**config.mk**
```make
export PLATFORM = sky130hd
export DESIGN_NAME = tcm_port_arbiter
export DESIGN_NICKNAME = d
export VERILOG_FILES = /design/src/rtl/tcm_port_arbiter.sv
export SDC_FILE = /design/constraint.sdc
export NUM_CORES = 1
export LEC_CHECK = 0
export ABC_AREA = 1
export ABC_CLOCK_PERIOD_IN_PS = 5790
export CAP_MARGIN = 20
export CORE_AREA = 2 2 151 153
export CTS_BUF_LIST = sky130_fd_sc_hd__clkbuf_4
export CTS_CLUSTER_SIZE = 25
export DETAILED_ROUTE_END_ITERATION = 12
export DIE_AREA = 0 0 153 155
export PLACE_DENSITY = 0.59
export SYNTH_ARGS = -nofsm -noshare
export SYNTH_HDL_FRONTEND = slang
export SYNTH_SLANG_ARGS = --single-unit
```
**constraint.sdc**
```tcl
create_clock -name clk_i -period 5.79 [get_ports clk_i]
set_input_delay 1.4475 -clock clk_i [delete_from_list [all_inputs] [get_ports clk_i]]
set_output_delay 1.4475 -clock clk_i [all_outputs]
set_load 0.03 [all_outputs]
```
**src/rtl/tcm_port_arbiter.sv**
```systemverilog
// Arbitrates one single-port 64-bit TCM SRAM between the instruction-fetch
// and data ports of the core. Data normally wins. Fetch is forced through
// after STARVE_LIMIT consecutive denied cycles. Responses come back with a
// fixed one-cycle latency.
// Ports:
//   clk_i, rst_i            clock, async active-low reset
//   mem_i_*                 fetch request / response
//   mem_d_*                 data request / response (with tag return)
//   ram_*                   raw synchronous SRAM macro (read data next cycle)
module tcm_port_arbiter #(
  parameter logic [31:0] TCM_BASE     = 32'h8000_0000,
  parameter int unsigned TCM_AW       = 14,
  parameter int unsigned STARVE_LIMIT = 4
) (
  input  logic              clk_i,
  input  logic              rst_i,
  input  logic              mem_i_rd_i,
  input  logic              mem_i_flush_i,
  input  logic              mem_i_invalidate_i,
  input  logic [31:0]       mem_i_pc_i,
  output logic              mem_i_accept_o,
  output logic              mem_i_valid_o,
  output logic              mem_i_error_o,
  output logic [63:0]       mem_i_inst_o,
  input  logic [31:0]       mem_d_addr_i,
  input  logic [31:0]       mem_d_data_wr_i,
  input  logic              mem_d_rd_i,
  input  logic [3:0]        mem_d_wr_i,
  input  logic              mem_d_cacheable_i,
  input  logic [10:0]       mem_d_req_tag_i,
  input  logic              mem_d_invalidate_i,
  input  logic              mem_d_writeback_i,
  input  logic              mem_d_flush_i,
  output logic              mem_d_accept_o,
  output logic              mem_d_ack_o,
  output logic              mem_d_error_o,
  output logic [31:0]       mem_d_data_rd_o,
  output logic [10:0]       mem_d_resp_tag_o,
  output logic              ram_en_o,
  output logic [7:0]        ram_wr_o,
  output logic [TCM_AW-1:0] ram_addr_o,
  output logic [63:0]       ram_wdata_o,
  input  logic [63:0]       ram_rdata_i
);

  localparam int unsigned CNT_W     = 4;
  localparam int unsigned TAG_W     = 11;
  localparam logic [32:0] WIN_BYTES = 33'(33'd8 << TCM_AW);

  typedef enum logic [1:0] {
    SRC_NONE  = 2'd0,
    SRC_FETCH = 2'd1,
    SRC_DATA  = 2'd2
  } resp_src_e;

  logic             d_rw;
  logic             d_req;
  logic             grant_d;
  logic             grant_i;
  logic [CNT_W-1:0] starve_cnt;
  logic [31:0]      acc_addr;
  logic [32:0]      acc_off;
  logic             acc_in_range;

  resp_src_e        resp_src;
  logic             resp_err;
  logic             resp_rd;
  logic             resp_hi;
  logic [TAG_W-1:0] resp_tag;

  // Flush/invalidate on fetch and the cacheable hint have no effect here.
  logic unused_inputs;
  assign unused_inputs = mem_i_flush_i ^ mem_i_invalidate_i ^ mem_d_cacheable_i;

  // Request decode and single-winner grant.
  assign d_rw    = mem_d_rd_i | (|mem_d_wr_i);
  assign d_req   = d_rw | mem_d_invalidate_i | mem_d_writeback_i | mem_d_flush_i;
  assign grant_d = rst_i & d_req & (starve_cnt < CNT_W'(STARVE_LIMIT));
  assign grant_i = rst_i & mem_i_rd_i & ~grant_d;

  assign mem_d_accept_o = grant_d;
  assign mem_i_accept_o = grant_i;

  // 33-bit offset so addresses below the base wrap to a huge value and
  // fail the window check.
  assign acc_addr     = grant_d ? mem_d_addr_i : mem_i_pc_i;
  assign acc_off      = {1'b0, acc_addr} - {1'b0, TCM_BASE};
  assign acc_in_range = acc_off < WIN_BYTES;

  // Consecutive denied-fetch counter, saturating at the limit.
  always_ff @(posedge clk_i or negedge rst_i) begin
    if (!rst_i) begin
      starve_cnt <= '0;
    end else if (!mem_i_rd_i || grant_i) begin
      starve_cnt <= '0;
    end else if (starve_cnt < CNT_W'(STARVE_LIMIT)) begin
      starve_cnt <= starve_cnt + CNT_W'(1);
    end
  end

  // SRAM drive for in-range fetches and data reads/writes only.
  always_comb begin
    ram_en_o    = 1'b0;
    ram_wr_o    = '0;
    ram_addr_o  = '0;
    ram_wdata_o = '0;
    if (acc_in_range && (grant_i || (grant_d && d_rw))) begin
      ram_en_o   = 1'b1;
      ram_addr_o = acc_off[TCM_AW+2:3];
      if (grant_d && (|mem_d_wr_i)) begin
        ram_wr_o    = mem_d_addr_i[2] ? {mem_d_wr_i, 4'b0000} : {4'b0000, mem_d_wr_i};
        ram_wdata_o = {2{mem_d_data_wr_i}};
      end
    end
  end

  // One-deep response pipeline; overlaps the next grant.
  always_ff @(posedge clk_i or negedge rst_i) begin
    if (!rst_i) begin
      resp_src <= SRC_NONE;
      resp_err <= 1'b0;
      resp_rd  <= 1'b0;
      resp_hi  <= 1'b0;
      resp_tag <= '0;
    end else begin
      resp_src <= grant_d ? SRC_DATA : (grant_i ? SRC_FETCH : SRC_NONE);
      resp_err <= grant_d ? (d_rw & ~acc_in_range) : (grant_i & ~acc_in_range);
      resp_rd  <= grant_d & mem_d_rd_i & ~(|mem_d_wr_i) & acc_in_range;
      if (grant_d) begin
        resp_hi  <= mem_d_addr_i[2];
        resp_tag <= mem_d_req_tag_i;
      end
    end
  end

  // Response formatting; read data is zeroed for anything but a good read.
  always_comb begin
    mem_i_valid_o    = (resp_src == SRC_FETCH);
    mem_i_error_o    = (resp_src == SRC_FETCH) & resp_err;
    mem_i_inst_o     = ((resp_src == SRC_FETCH) && !resp_err) ? ram_rdata_i : '0;
    mem_d_ack_o      = (resp_src == SRC_DATA);
    mem_d_error_o    = (resp_src == SRC_DATA) & resp_err;
    mem_d_resp_tag_o = resp_tag;
    mem_d_data_rd_o  = '0;
    if (resp_rd) begin
      mem_d_data_rd_o = resp_hi ? ram_rdata_i[63:32] : ram_rdata_i[31:0];
    end
  end

endmodule

```
==> metrics <==
Final Hold Slack 0.477 ns; Synth Flop Type dfrtp_1; WS Path Type in2out; Reg area roughly 500 um2; row cnt 55; number of synthesized flops with an enable pin 0; Top Ports slightly below 400; GP Congestion ~0.77; initial antenna violation count 2; count leader, synth nand2_1; multi-input logic area between 0.0015 and 0.002 mm2; largest net degree at the start of global routing 66; Hold Vio Cnt, Final 0; Core ar. approximately 0.022 mm2; Pwr Density 82.9 mW/mm2; layout cell share with drive strength beyond 1 0.190; Peak VDD IR roughly 63 uV; critical path fanouts, max 29; nets 1,069; GRT Residual Overflow 0; Slew Limit Fails 0; worst min-delay path class reg2reg; largest area contributor in the netlist nand2_1; first-pass GRT wire length ~23,000 um; Die W about 150 um; Synthesis Warnings 0; crit end category primary output; Cell Area, Placed roughly 0.0067 mm2; Yosys cell types 27; Syn Nets around 740; clock root cell clkbuf_4; drt drc 0; total CTS buffers 3; CTS Hold Bufs 0; fin crit period about 5.0 ns; Worst-path clk slew roughly 0.10 ns; R2R setup slack between 4 and 5 ns; Post-DP HPWL approximately 13,000 um; Area Growth Syn to Fin 116%; Max clock buf depth 2; post-route insts no fill between 1,000 and 1,500; Worst Reg-to-Reg Cells 8; slew margin rel. 0.323; status finished clean; Final setup viols 0; fraction of registers with async set/reset 1.00; synthesized area 0.00312 mm2; gr usage total 0.119; H-Tree Depth 1; final worst-path cycle share 0.870; top post-synthesis cells by area nand2_1, dfrtp_1, inv_1, nor2_1, buf_4; Clock Latency Late Sink around 0.3 ns; full die area ~0.024 mm2; Initial Util 0.141; FILL cells 2,415; pre-CTS setup slack ~0.7 ns; fin worst setup slack between 0.7 and 0.8 ns; DRT iter0 DRCs approximately 150; hold depth 2; Die Height ~160 um; sequential share of the synthesized area 0.160; clk_skew 0.00118 ns; # Max-Cap Violations 0; CP arrival 3.59 ns; vias post-DR around 4,400; cts repair resizes 0; Routed wire per std cell about 13 um; FMAX 0.198 GHz; commonest cells in the netlist nand2_1, inv_1, nor2_1; fin area between 0.006 and 0.007 mm2; total clock sinks 20; Static Leak ~3.2 nW; Synth top area share 0.165; Cells after DPL 1,163; Slew @ Worst Pin 1.02 ns; RSZ-0062 raised after global routing false; startpoint types input port; vias per inst 3.75; Critical Path RT about 4.3 ns; vias in the first global route 4,349; drt pass-1 iters 4; Syn Inst Count roughly 560; #FFs+latches synth 20; CTS tree built; Total Wirelength approximately 15,000 um; Avg Cell Area, Syn 5.61 um2; final setup TNS 0 ns; # Post-CTS Setup Buffers 0; I/O Buffers roughly 380; post-route ant nets 0
## layout by cell type, fill, tap and decap left out, drive strengths merged, types with 4 or more instances in the layout
cell / count
inv: 110
dfrtp: 20
nor3: 4
a21oi: 36
nor2: 139
buf: 95
clkbuf: 4
clkdlybuf4s50: 288
nand2: 144
o21ai: 37
## stage by stage
step,power [mW],utilization
6_report,0.560,0.304
5_1_grt,0.606,0.304
4_1_cts,0.570,0.304
3_5_place_dp,0.496,0.302
3_3_place_gp,0.493,0.302
2_1_floorplan,0.308,-
## critical path, cell delays in order
cell and delay, ns:
clkdlybuf4s50_1 0.70, nand2_4 0.11, clkinv_2 0.09, nand2_2 0.08, nand2_2 0.07, buf_4 0.34, clkdlybuf4s50_1 0.74
## layout make-up
cell class / instances / share of cell area
Sequential cell: 20 / 0.0743
Inverter: 111 / 0.0619
Multi-Input combinational cell: 364 / 0.265
Timing Repair Buffer: 383 / 0.542
Tap cell: 285 / 0.0528
Clock buffer: 4 / 0.00445
Antenna cell: 1 / 0.000370
## state kept, by name, summed over array words and instances, names as in the netlist
| signal | flops |
|---|---|
| mem_d_resp_tag_o | 11 |
| resp_rd | 1 |
| resp_err | 1 |
| resp_hi | 1 |
| resp_src | 2 |
| starve_cnt | 4 |
## kinds of logic (layout without fill, tap and decap cells)
group / Yosys count / count (layout) / synth area share
AOI/OAI and AO/OA: 73 / 73 / 0.123
xor gates and xnor gates: 1 / 1 / 0.00280
adders and majority gates: 1 / 1 / 0.00401
buffers and inverters: 173 / 498 / 0.268
DFF: 20 / 20 / 0.160
other: 0 / 1 / 0
and+or+nand+nor: 289 / 289 / 0.442
## power by group
part / switching, mW / internal (mW) / leakage (nW)
Combinational: 0.145 / 0.164 / 2.92
Sequential: 0.0236 / 0.155 / 0.242
Clock: 0.0405 / 0.0315 / 0.0184
## worst paths after layout
kind,to,start
hold / removal,mem_d_resp_tag_o[4],mem_d_resp_tag_o[4]
hold reg to reg,mem_d_resp_tag_o[4],mem_d_resp_tag_o[4]
max in group asynchronous,resp_hi,rst_i
setup / recovery,mem_d_accept_o,rst_i
min in group asynchronous,starve_cnt[0],rst_i
setup reg to reg,starve_cnt[1],starve_cnt[3]
## per-layer routing
| layer | track usage | wire (um) |
|---|---|---|
| met5 | 0 | 10 |
| met4 | 0.0150 | 148 |
| met3 | 0.0376 | 1500 |
| met2 | 0.225 | 7570 |
| met1 | 0.133 | 5830 |
(Power assumes the default switching activity.)
